## config.mk

```make
export PLATFORM = sky130hd
export DESIGN_NAME = gate_controller
export DESIGN_NICKNAME = d
export VERILOG_FILES = /design/src/rtl/gate_controller.sv
export SDC_FILE = /design/constraint.sdc
export NUM_CORES = 1
export LEC_CHECK = 0
export BUFFER_PORTS_ARGS = -buffer_cell sky130_fd_sc_hd__buf_2
export CORE_MARGIN = 2
export CORE_UTILIZATION = 30
export CTS_CLUSTER_SIZE = 12
export DETAILED_ROUTE_END_ITERATION = 8
export MAX_ROUTING_LAYER = met4
export PLACE_DENSITY = 0.53
export REMOVE_ABC_BUFFERS = 1
export SETUP_SLACK_MARGIN = 0.1
export SYNTH_ARGS = -nofsm -noshare
export SYNTH_HDL_FRONTEND = slang
export SYNTH_SLANG_ARGS = --single-unit
```

## constraint.sdc

```tcl
create_clock -name clock -period 4.4 [get_ports clock]
set_input_delay 1.32 -clock clock [delete_from_list [all_inputs] [get_ports clock]]
set_output_delay 1.32 -clock clock [all_outputs]
set_load 0.02 [all_outputs]
```

## src/rtl/gate_controller.sv

```systemverilog
// Parking-gate controller: an arrival sensor starts a PIN entry session, a
// correct PIN opens the gate, and the post-gate sensor closes it once the
// vehicle has passed. Repeated wrong PINs raise p_alarm. A vehicle on both
// sensors at once (tailgating) locks the gate and raises b_alarm.
module gate_controller #(
    parameter logic [7:0] PASSWORD     = 8'b00101010,
    parameter int         MAX_ATTEMPTS = 3
) (
    input  logic       clock,
    input  logic       reset,
    input  logic       asensor,
    input  logic       lsensor,
    input  logic       enter,
    input  logic [7:0] password,
    output logic       p_alarm,
    output logic       b_alarm,
    output logic       gate_open,
    output logic       gate_close,
    output logic       gate_block
);

    localparam int AW = $clog2(MAX_ATTEMPTS + 1);
    localparam logic [AW-1:0] MAX_A = AW'(MAX_ATTEMPTS);

    typedef enum logic [2:0] {
        IDLE      = 3'd0,
        WAIT_PIN  = 3'd1,
        PIN_ALARM = 3'd2,
        OPEN      = 3'd3,
        BLOCK     = 3'd4
    } state_t;

    state_t        state, state_nxt;
    logic [AW-1:0] attempts, attempts_nxt;
    logic          enter_q, lsensor_q;
    logic          ent, lfall, pin_ok;

    // One entry event per enter strobe, however long it is held; lsensor
    // falling means the vehicle has cleared the post-gate sensor.
    assign ent    = enter & ~enter_q;
    assign lfall  = ~lsensor & lsensor_q;
    assign pin_ok = (password == PASSWORD);

    // State, attempt counter, edge-detect history and registered outputs.
    always_ff @(posedge clock) begin
        if (reset) begin
            state      <= IDLE;
            attempts   <= '0;
            enter_q    <= 1'b0;
            lsensor_q  <= 1'b0;
            p_alarm    <= 1'b0;
            b_alarm    <= 1'b0;
            gate_open  <= 1'b0;
            gate_close <= 1'b1;
            gate_block <= 1'b0;
        end else begin
            state      <= state_nxt;
            attempts   <= attempts_nxt;
            enter_q    <= enter;
            lsensor_q  <= lsensor;
            // Moore decode of the next state, so outputs move on the same
            // edge that samples the causing input.
            p_alarm    <= (state_nxt == PIN_ALARM);
            b_alarm    <= (state_nxt == BLOCK);
            gate_block <= (state_nxt == BLOCK);
            gate_open  <= (state_nxt == OPEN);
            gate_close <= (state_nxt != OPEN);
        end
    end

    // Next-state and attempt-counter logic; tailgating overrides everything
    // outside IDLE.
    always_comb begin
        state_nxt    = state;
        attempts_nxt = attempts;
        if (state != IDLE && asensor && lsensor) begin
            state_nxt = BLOCK;
        end else begin
            case (state)
                IDLE: begin
                    if (asensor) state_nxt = WAIT_PIN;
                end
                WAIT_PIN: begin
                    // An entry on the same edge as asensor dropping is
                    // evaluated and its result takes precedence.
                    if (ent) begin
                        if (pin_ok) begin
                            state_nxt    = OPEN;
                            attempts_nxt = '0;
                        end else begin
                            attempts_nxt = attempts + 1'b1;
                            if (attempts_nxt >= MAX_A) state_nxt = PIN_ALARM;
                        end
                    end else if (!asensor) begin
                        state_nxt    = IDLE;
                        attempts_nxt = '0;
                    end
                end
                PIN_ALARM: begin
                    // Counter already sits at MAX_A; wrong PINs leave it there.
                    if (ent && pin_ok) begin
                        state_nxt    = OPEN;
                        attempts_nxt = '0;
                    end
                end
                OPEN: begin
                    if (lfall && !asensor) state_nxt = IDLE;
                end
                BLOCK: begin
                    // Only a correct PIN with the post-gate sensor clear unlocks.
                    if (ent && pin_ok && !lsensor) begin
                        state_nxt    = IDLE;
                        attempts_nxt = '0;
                    end
                end
                default: begin
                    state_nxt    = IDLE;
                    attempts_nxt = '0;
                end
            endcase
        end
    end

endmodule
```

==> key figures <==
Drt
  • First-pass iteration count of the detailed router: 4
  • Final wirelength: 1060 µm
  • Vias: 491
  • Initial DRC Count: 7
  • Drc violations: 0
  • WL/cell: 9.81 µm
  • Via/cell ratio: 4.55
  • Post-DRT Antenna Nets: 0

Placed design
  • Dpl ws: 1.78 ns
  • Placer congestion estimate: 0.767
  • I/O Buffers: 17
  • Dpl hpwl: 860 µm
  • # placed instances: 104

Clock network
  • Total clock sinks: 11
  • Reg clk slew, reported paths: 0.06 ns
  • Clock buffer depth: 2
  • CTS H-tree lvls: 1
  • Postcts setup bufs: 0
  • Root buffer cell: clkbuf_4
  • CTS tree: built
  • Cts repair resizes: 0
  • Num CTS Buffers: 3
  • Clock Latency Late Sink: 0.26 ns
  • Hold buffers post-CTS: 0

Synthesis
  • Synth area leaders: dfxtp_1 (39%), a21oi_1 (5.3%), o311ai_4 (4.6%)
  • Synth area leader: dfxtp_1
  • Yosys top cell area share: 38.6%
  • Mapped Cells: 64
  • Post-synthesis register bit count: 11
  • Post-synth cell types: 28
  • Post-synthesis sequential area ratio: 38.6%
  • Syn Area/Cell: 8.91 µm²
  • Cell area after synthesis: 571 µm²
  • YS warnings: 0

Global routing
  • All-Layer GR Usage: 12.3%
  • Initial antenna violation count: 0
  • Number of global-route vias before repair: 438
  • GRT Residual Overflow: 0
  • Pin count of the biggest net entering global routing: 10
  • First-pass GRT wire length: 1810 µm

Status
  • Status: finished, final reports clean

Setup path
  • WP data required: 4.55 ns
  • Reg2reg setup slack: 2.93 ns
  • CP arrival: 2.49 ns
  • FF-to-FF End: gate_close$_SDFF_PP1_
  • Worst reg2reg startpoint: enter_q$_SDFF_PP0_
  • Setup crit start kind: input pin
  • R2R depth: 5
  • Max FO, Critical Path: 4
  • CP Capture Type: flip-flop
  • CP endpoint: attempts[0]$_SDFFE_PP0P_
  • Crit path from: password[4]
  • Crit path kind: in2reg

Cells and area
  • Fill cells: 193
  • Share of layout cells above drive strength 1: 30.1%
  • Number of nets in the layout: 98
  • N_diodes: 0
  • Commonest non-fill, non-tap cell in the layout: buf_2
  • Layout Cells excl Fill: 108
  • Most frequent cells in the layout: buf_2 (17), dfxtp_1 (11), a21oi_1 (6), nor2_1 (5), nand2_1 (5)
  • Sequential Area: 220 µm²
  • Area occupied by multi-input gates: 324 µm²
  • Synthesis-to-finish area growth: 23.0%
  • Final Util: 39.8%

Die
  • Die area: 0.00227 mm²
  • Top Ports: 18
  • Core outline area: 0.00176 mm²
  • Chip height: 47.6 µm
  • Standard-cell rows: 15
  • Die span in x: 47.6 µm
  • Starting Density: 32.3%

Timing
  • Unrepaired setup endpoints after global routing: false
  • Fin crit period: 2.34 ns
  • Setup TNS: 0 ns
  • Final Cycle Share: 53.2%
  • Hold Vio Cnt, Final: 0
  • Final Skew: 0.00232 ns
  • Max Slew Vio Count: 0
  • FMAX: 427 MHz
  • # setup viols final: 0
  • Slew margin rel.: 78.8%
  • Post-route setup slack: 2.06 ns
  • Least-Margin Pin Slew: 0.318 ns

Power
  • Maximum VDD drop: 168 µV
  • Pwr dens: 291 mW/mm²
  • Lkg Pwr: 0.285 nW

Hold path
  • Worst min-delay path category: reg2reg

Flow run
  • MaxCap Viol Count: 0
==> synth_stat cells <==
library cell and n:
nor2b_1 4, nand2_1 5, nor3b_1 1, o21ai_0 3, a2bb2oi_1 1, or2_2 1
nor3_1 3, nand4b_1 1, nand2b_1 4, ha_1 1, o311ai_4 1, nor2_1 5
o21a_1 1, a21o_1 1, clkbuf_1 1, o311a_1 1, and4bb_1 1, a21oi_1 6
inv_1 4, o32ai_1 1, or2_1 1, o22ai_1 1, o21ai_1 1, nand2_2 1
a22oi_2 1, dfxtp_1 11, buf_4 1, nor4b_4 1
==> cell type report <==
class                   instances  area share [%]
clock buffers                   4            3.74
inverters                       4            2.14
multi-input cells              47            46.2
flip-flops and latches         11            31.4
well taps                      25            4.46
repair buffers                 17            12.1
==> power breakdown <==
part	switching (mW)	internal, mW
logic	0.0170	0.0152
registers	0.00329	0.103
clock network	0.0310	0.0351
total	0.0513	0.153
==> how the worst min path moves through the flow <==
stage                                        start                        to  cells after the start
after floorplan           attempts[0]$_SDFFE_PP0P_  attempts[0]$_SDFFE_PP0P_                      1
after global placement    attempts[1]$_SDFFE_PP0P_  attempts[1]$_SDFFE_PP0P_                      2
after detailed placement  attempts[0]$_SDFFE_PP0P_  attempts[0]$_SDFFE_PP0P_                      1
after CTS                 attempts[0]$_SDFFE_PP0P_  attempts[0]$_SDFFE_PP0P_                      1
after global routing      attempts[1]$_SDFFE_PP0P_  attempts[1]$_SDFFE_PP0P_                      2
final                     attempts[1]$_SDFFE_PP0P_  attempts[1]$_SDFFE_PP0P_                      2
==> critical path: stages <==
cell and delay, ns:
buf_2 0.11, nor4b_4 0.30, nand2_2 0.13, o311ai_4 0.30, o311a_1 0.24, o22ai_1 0.09
==> metrics by stage <==
| step | hold slack (ns) | cell area (µm²) | power [mW] |
|---|---|---|---|
| 2_1_floorplan | 0.454 | 559 | 0.128 |
| 6_report | 0.489 | 702 | 0.204 |
| 4_1_cts | 0.489 | 702 | 0.206 |
| 3_3_place_gp | 0.468 | 676 | 0.141 |
| 3_5_place_dp | 0.479 | 676 | 0.141 |
| 5_1_grt | 0.509 | 702 | 0.217 |
==> kinds of logic (layout without fill, tap and decap cells) <==
| family | Yosys count | count (layout) | share of synthesized area, % |
|---|---|---|---|
| DFF | 11 | 11 | 38.6 |
| AOI/OAI and AO/OA | 18 | 18 | 24.1 |
| adders and majority gates | 1 | 1 | 2.19 |
| buffers and inverters | 6 | 25 | 4.60 |
| and+or+nand+nor | 28 | 28 | 30.5 |
==> per-layer routing <==
| layer | GRT usage, % | share of wire [%] | vias to the layer above |
|---|---|---|---|
| met5 | - | 0 | - |
| li1 | - | - | 264 |
| met1 | 14.9 | 48 | 218 |
| met3 | 6.79 | 5.8 | 0 |
| met4 | 3.24 | 0 | 0 |
| met2 | 17.8 | 46 | 9 |
==> sequential cells by signal, indices dropped and copies added, names as in the netlist <==
name / flops
state: 3
attempts: 2
enter_q: 1
gate_block: 1
gate_close: 1
gate_open: 1
lsensor_q: 1
p_alarm: 1
Note: power is estimated with default switching activity, not from simulation.
